**src/rtl/bpf_defs.sv**
```systemverilog
// Shared definitions for the BPF packet snooper: default widths, FSM states and
// the tkeep-to-byte-count helper.
package bpf_defs;

  localparam int unsigned PACKET_BYTE_ADDR_WIDTH_DEF = 12;
  localparam int unsigned PACKET_ADDR_WIDTH_DEF      = PACKET_BYTE_ADDR_WIDTH_DEF - 2;

  typedef enum logic [1:0] {
    StIdle,
    StRecv,
    StDone
  } snoop_state_e;

  // Leading ones from bit 3; tkeep is contiguous, so this is the valid byte count.
  function automatic logic [2:0] keep_bytes(input logic [3:0] keep);
    logic [2:0] n;
    n = 3'd0;
    for (int i = 3; i >= 0; i--) begin
      if (keep[i] && (n == 3'(3 - i))) n = n + 3'd1;
    end
    return n;
  endfunction

endpackage

```
**src/rtl/bpf_snooper.sv**
```systemverilog
// Captures one AXI-Stream packet into the bpfvm packet buffer, one word per beat,
// and reports its byte length once the final write has been issued.
module bpf_snooper
  import bpf_defs::*;
#(
  parameter int unsigned PACKET_BYTE_ADDR_WIDTH = PACKET_BYTE_ADDR_WIDTH_DEF,
  parameter int unsigned PACKET_ADDR_WIDTH      = PACKET_BYTE_ADDR_WIDTH - 2
) (
  input  logic                              clk,
  input  logic                              rst,
  input  logic [31:0]                       s_axis_tdata,
  input  logic [3:0]                        s_axis_tkeep,
  input  logic                              s_axis_tvalid,
  input  logic                              s_axis_tlast,
  output logic                              s_axis_tready,
  output logic [PACKET_ADDR_WIDTH-1:0]      snooper_wr_addr,
  output logic [31:0]                       snooper_wr_data,
  output logic                              snooper_wr_en,
  output logic                              snooper_done,
  input  logic                              ready_for_snooper,
  output logic [PACKET_BYTE_ADDR_WIDTH:0]   pkt_byte_len,
  output logic                              pkt_truncated
);

  localparam int unsigned CntW  = PACKET_ADDR_WIDTH + 1;
  localparam int unsigned LenW  = PACKET_BYTE_ADDR_WIDTH + 1;
  localparam int unsigned LenW1 = LenW + 1;
  localparam logic [CntW-1:0]  Capacity = CntW'(1) << PACKET_ADDR_WIDTH;
  localparam logic [LenW1-1:0] MaxBytes = LenW1'(1) << (PACKET_ADDR_WIDTH + 2);

  snoop_state_e    state_q;
  logic [CntW-1:0] beat_cnt_q;
  logic [LenW-1:0] byte_cnt_q;
  logic            trunc_q;

  logic             beat_acc;
  logic             in_range;
  logic [2:0]       beat_bytes;
  logic [LenW1-1:0] byte_sum;
  logic [LenW-1:0]  byte_next;

  assign beat_acc   = s_axis_tvalid && s_axis_tready;
  assign in_range   = beat_cnt_q < Capacity;
  assign beat_bytes = s_axis_tlast ? keep_bytes(s_axis_tkeep) : 3'd4;
  assign byte_sum   = {1'b0, byte_cnt_q} + LenW1'(beat_bytes);
  assign byte_next  = (byte_sum > MaxBytes) ? MaxBytes[LenW-1:0] : byte_sum[LenW-1:0];

  always_ff @(posedge clk or posedge rst) begin
    if (rst) begin
      state_q         <= StIdle;
      s_axis_tready   <= 1'b0;
      snooper_wr_en   <= 1'b0;
      snooper_wr_addr <= '0;
      snooper_wr_data <= '0;
      snooper_done    <= 1'b0;
      pkt_byte_len    <= '0;
      pkt_truncated   <= 1'b0;
      beat_cnt_q      <= '0;
      byte_cnt_q      <= '0;
      trunc_q         <= 1'b0;
    end else begin
      snooper_wr_en <= 1'b0;
      snooper_done  <= 1'b0;
      unique case (state_q)
        StIdle: begin
          // The VM still sees the done pulse on this edge and has not yet dropped ready.
          if (ready_for_snooper && !snooper_done) begin
            state_q       <= StRecv;
            s_axis_tready <= 1'b1;
            beat_cnt_q    <= '0;
            byte_cnt_q    <= '0;
            trunc_q       <= 1'b0;
          end
        end
        StRecv: begin
          if (beat_acc) begin
            byte_cnt_q <= byte_next;
            if (in_range) begin
              beat_cnt_q <= beat_cnt_q + CntW'(1);
              if (!(s_axis_tlast && (s_axis_tkeep == 4'd0))) begin
                snooper_wr_en   <= 1'b1;
                snooper_wr_addr <= beat_cnt_q[PACKET_ADDR_WIDTH-1:0];
                snooper_wr_data <= s_axis_tdata;
              end
            end else begin
              trunc_q <= 1'b1;
            end
            if (s_axis_tlast) begin
              state_q       <= StDone;
              s_axis_tready <= 1'b0;
            end
          end
        end
        StDone: begin
          state_q       <= StIdle;
          snooper_done  <= 1'b1;
          pkt_byte_len  <= byte_cnt_q;
          pkt_truncated <= trunc_q;
        end
        default: state_q <= StIdle;
      endcase
    end
  end

endmodule

```
**config.mk**
```make
export PLATFORM = sky130hd
export DESIGN_NAME = bpf_snooper
export DESIGN_NICKNAME = d
export VERILOG_FILES = /design/src/rtl/bpf_defs.sv /design/src/rtl/bpf_snooper.sv
export SDC_FILE = /design/constraint.sdc
export NUM_CORES = 1
export LEC_CHECK = 0
export ABC_AREA = 1
export CORE_MARGIN = 4
export CORE_UTILIZATION = 45
export DETAILED_ROUTE_END_ITERATION = 12
export PLACE_DENSITY = 0.74
export SLEW_MARGIN = 0
export SYNTH_ARGS = -nofsm -noshare
export SYNTH_HDL_FRONTEND = slang
export SYNTH_SLANG_ARGS = --single-unit
```
**constraint.sdc**
```tcl
create_clock -name clk -period 3.5 [get_ports clk]
set_input_delay 0.35 -clock clk [delete_from_list [all_inputs] [get_ports clk]]
set_output_delay 0.35 -clock clk [all_outputs]
set_load 0.01 [all_outputs]
```
==> results.tsv <==
metric	value	unit
antenna violations before repair	0	
core area	8680	sq um
largest area contributor in the netlist	dfrtp_1	
Max Clk Rate	320	MHz
Crit Path Max Fanout	11	
postcts setup bufs	0	
Post-route DRC	0	
total number of vias	3550	
WL per Instance	13.4	microns
layout cells sized above 1	6.38	%
layout net count	654	
placed cell area	5090	sq um
crit start category	input pin	
period utilization	89.2	%
Worst Path Required	3.80	ns
Clk pin slew, worst setup/hold paths	0.09	ns
syn avg cell area	7.91	sq um
initial drt markers	124	
Row Count	34	
Pleak	0.00261	uW
Crit path top cell by count	nand2_1	
top cell type's share of synthesized area	54.1	%
grt ovf	0	
Final Routed Wirelength	9630	microns
Die Area	10400	sq um
post-place setup slack	-0.0515	ns
vias in the first global route	3450	
Die Y	102	microns
CP max stage delay	0.50	ns
Mapped Area	3980	sq um
max-cap violations	0	
peak supply drop	0.000288	V
setup violators final	0	
via-per-instance ratio	4.94	
Warnings, synthesis	0	
H-tree depth	3	
CTS tree	built	
ys flop type	dfrtp_1	
outcome	complete, no violations	
HP Class	input pin to asynchronous set/reset pin	
DP HPWL	7240	microns
syn nets	551	
# diodes	0	
Tmin final	3.12	ns
final-report hold violation count	0	
skew final	0.00948	ns
Worst Tran Pin Value	0.626	ns
WP data arrival	3.42	ns
Top-Level Pins	100	
all-layer global routing usage	19.4	%
Crit path max-delay family	simple AND/OR/NAND/NOR gates	
Setup Crit Path Kind	input pin to flip-flop	
CP max stage cell	clkdlybuf4s50_1	
Synth async-reset ratio	100	%
Die W	102	microns
RSZ-0062 raised after global routing	false	
Final Wtd Congestion	0.989	
ranking of synthesized cells by area	dfrtp_1 (54%), nand2_1 (21%), inv_1 (4.0%)	
Layout fillers	803	
Post-Syn Instances	503	
Worst setup EP type	flip-flop	
post-route setup slack	0.377	ns
max_slew headroom	58.2	%
most frequent cell after synthesis	nand2_1	
Worst Path Buf+Inv	3	
first-pass GRT wire length	16100	microns
post-route ant nets	0	
setup TNS	0	ns
largest net degree at the start of global routing	38	
Synth top cells by count	nand2_1 (226), dfrtp_1 (86), inv_1 (42)	
Slew Limit Fails	0	
clk root buf	clkbuf_8	
register area share after synthesis	54.1	%
IO buf count	99	
CP Cell Sequence	clkdlybuf4s50_1, inv_1, o21ai_1, inv_1, ha_1, ha_1, nand2_1, o21ai_0, a21oi_1, ha_1, fa_1, nand2_1, nand2_1, nand3_2, nor2_2, xor2_1, nand4_1, nand2_4, nand2_1, nand2_1	
area of all placed cells without fillers	5290	sq um
Tot Pwr	3400	uW
EDFF count, synth	0	
maximum clock path buffer count	2	
Synth cell types	30	
clock sink count	86	
Syn-to-layout area delta	32.9	%
number of synthesized register bits	86	
Starting Density	45.9	%
pwr dens	643	nW/um^2
clk_lat worst skew	0.36	ns
drt pass-1 iters	5	
TritonCTS Buffers	9	
-- through the flow --
stage                     utilization, %  hold WS (ns)  cells
after floorplan                        -         0.467    503
after global placement              58.7         0.454    703
after detailed placement            58.7         0.458    703
after CTS                           60.9         0.286    719
after global routing                60.9         0.313    719
final                               60.9         0.281    719
-- cell usage in the layout, fill, tap and decap left out, types with 2 or more instances in the layout --
master,netlist,layout
nand4_1,6,6
nor3_1,6,6
o21ai_0,28,27
dfrtp_1,86,86
nor2_4,2,2
nand2_2,5,4
nor2_2,3,4
nand3_1,18,18
inv_6,0,3
ha_1,6,6
a21oi_1,8,8
buf_4,1,8
inv_1,42,41
xor2_1,3,3
clkdlybuf4s50_1,0,99
clkinv_4,0,2
nand2_1,226,226
o21ai_1,1,2
nor2_1,37,36
clkbuf_8,0,10
-- where the power goes --
group          internal [uW]  switching, uW
Combinational            614            688
Clock                    288            387
Sequential              1260            159
-- final cells by class --
| class | instances | area (sq um) | share of cell area (%) |
|---|---|---|---|
| Tap cell | 108 | 135 | 2.56 |
| Sequential cell | 86 | 2150 | 40.7 |
| Multi-Input combinational cell | 359 | 1600 | 30.2 |
| Clock inverter | 6 | 51.3 | 0.970 |
| Timing Repair Buffer | 107 | 1050 | 19.9 |
| Clock buffer | 10 | 138 | 2.60 |
| Inverter | 43 | 163 | 3.08 |
-- sequential cells by signal, indices dropped and copies added (netlist names) --
name,flops
snooper_wr_data,32
byte_cnt_q,13
pkt_byte_len,13
beat_cnt_q,11
snooper_wr_addr,10
state_q,2
pkt_truncated,1
s_axis_tready,1
snooper_done,1
snooper_wr_en,1
trunc_q,1
-- logic make-up after synthesis --
family | Yosys count | synth area share [%]
AO/OA/AOI/OAI | 42 | 5.56
XOR/XNOR | 3 | 0.660
adder cells (fa/ha/maj) | 7 | 2.39
buffers and inverters | 58 | 5.97
flip-flops | 86 | 54.1
other | 1 | 0.0942
AND/OR/NAND/NOR | 306 | 31.2
-- path summary, 6_finish.rpt --
path	startpoint	endpoint	slack, ns	cells after the start
setup / recovery	s_axis_tkeep[2]	byte_cnt_q[6]	0.38	20
hold / removal	rst	pkt_byte_len[4]	0.28	2
setup reg to reg	byte_cnt_q[0]	byte_cnt_q[6]	1.30	13
hold reg to reg	snooper_wr_data[15]	snooper_wr_data[15]	0.48	2
max in group asynchronous	rst	snooper_wr_data[0]	2.46	3
min in group clk	snooper_wr_data[15]	snooper_wr_data[15]	0.48	2
-- what timing repair did --
item | CTS | global route
setup endpoints to repair | 0 | 10
hold buffers | 0 | 0
gates resized for setup | 0 | 2
-- per-layer routing --
metal	track usage, %	vias to the layer above	routed length [microns]
met2	32.1	96	4560
met5	0	-	0
li1	-	1772	-
met4	5.65	0	141
met1	25.9	1665	4330
met3	4.10	17	600
Note: power is estimated with default switching activity, not from simulation.
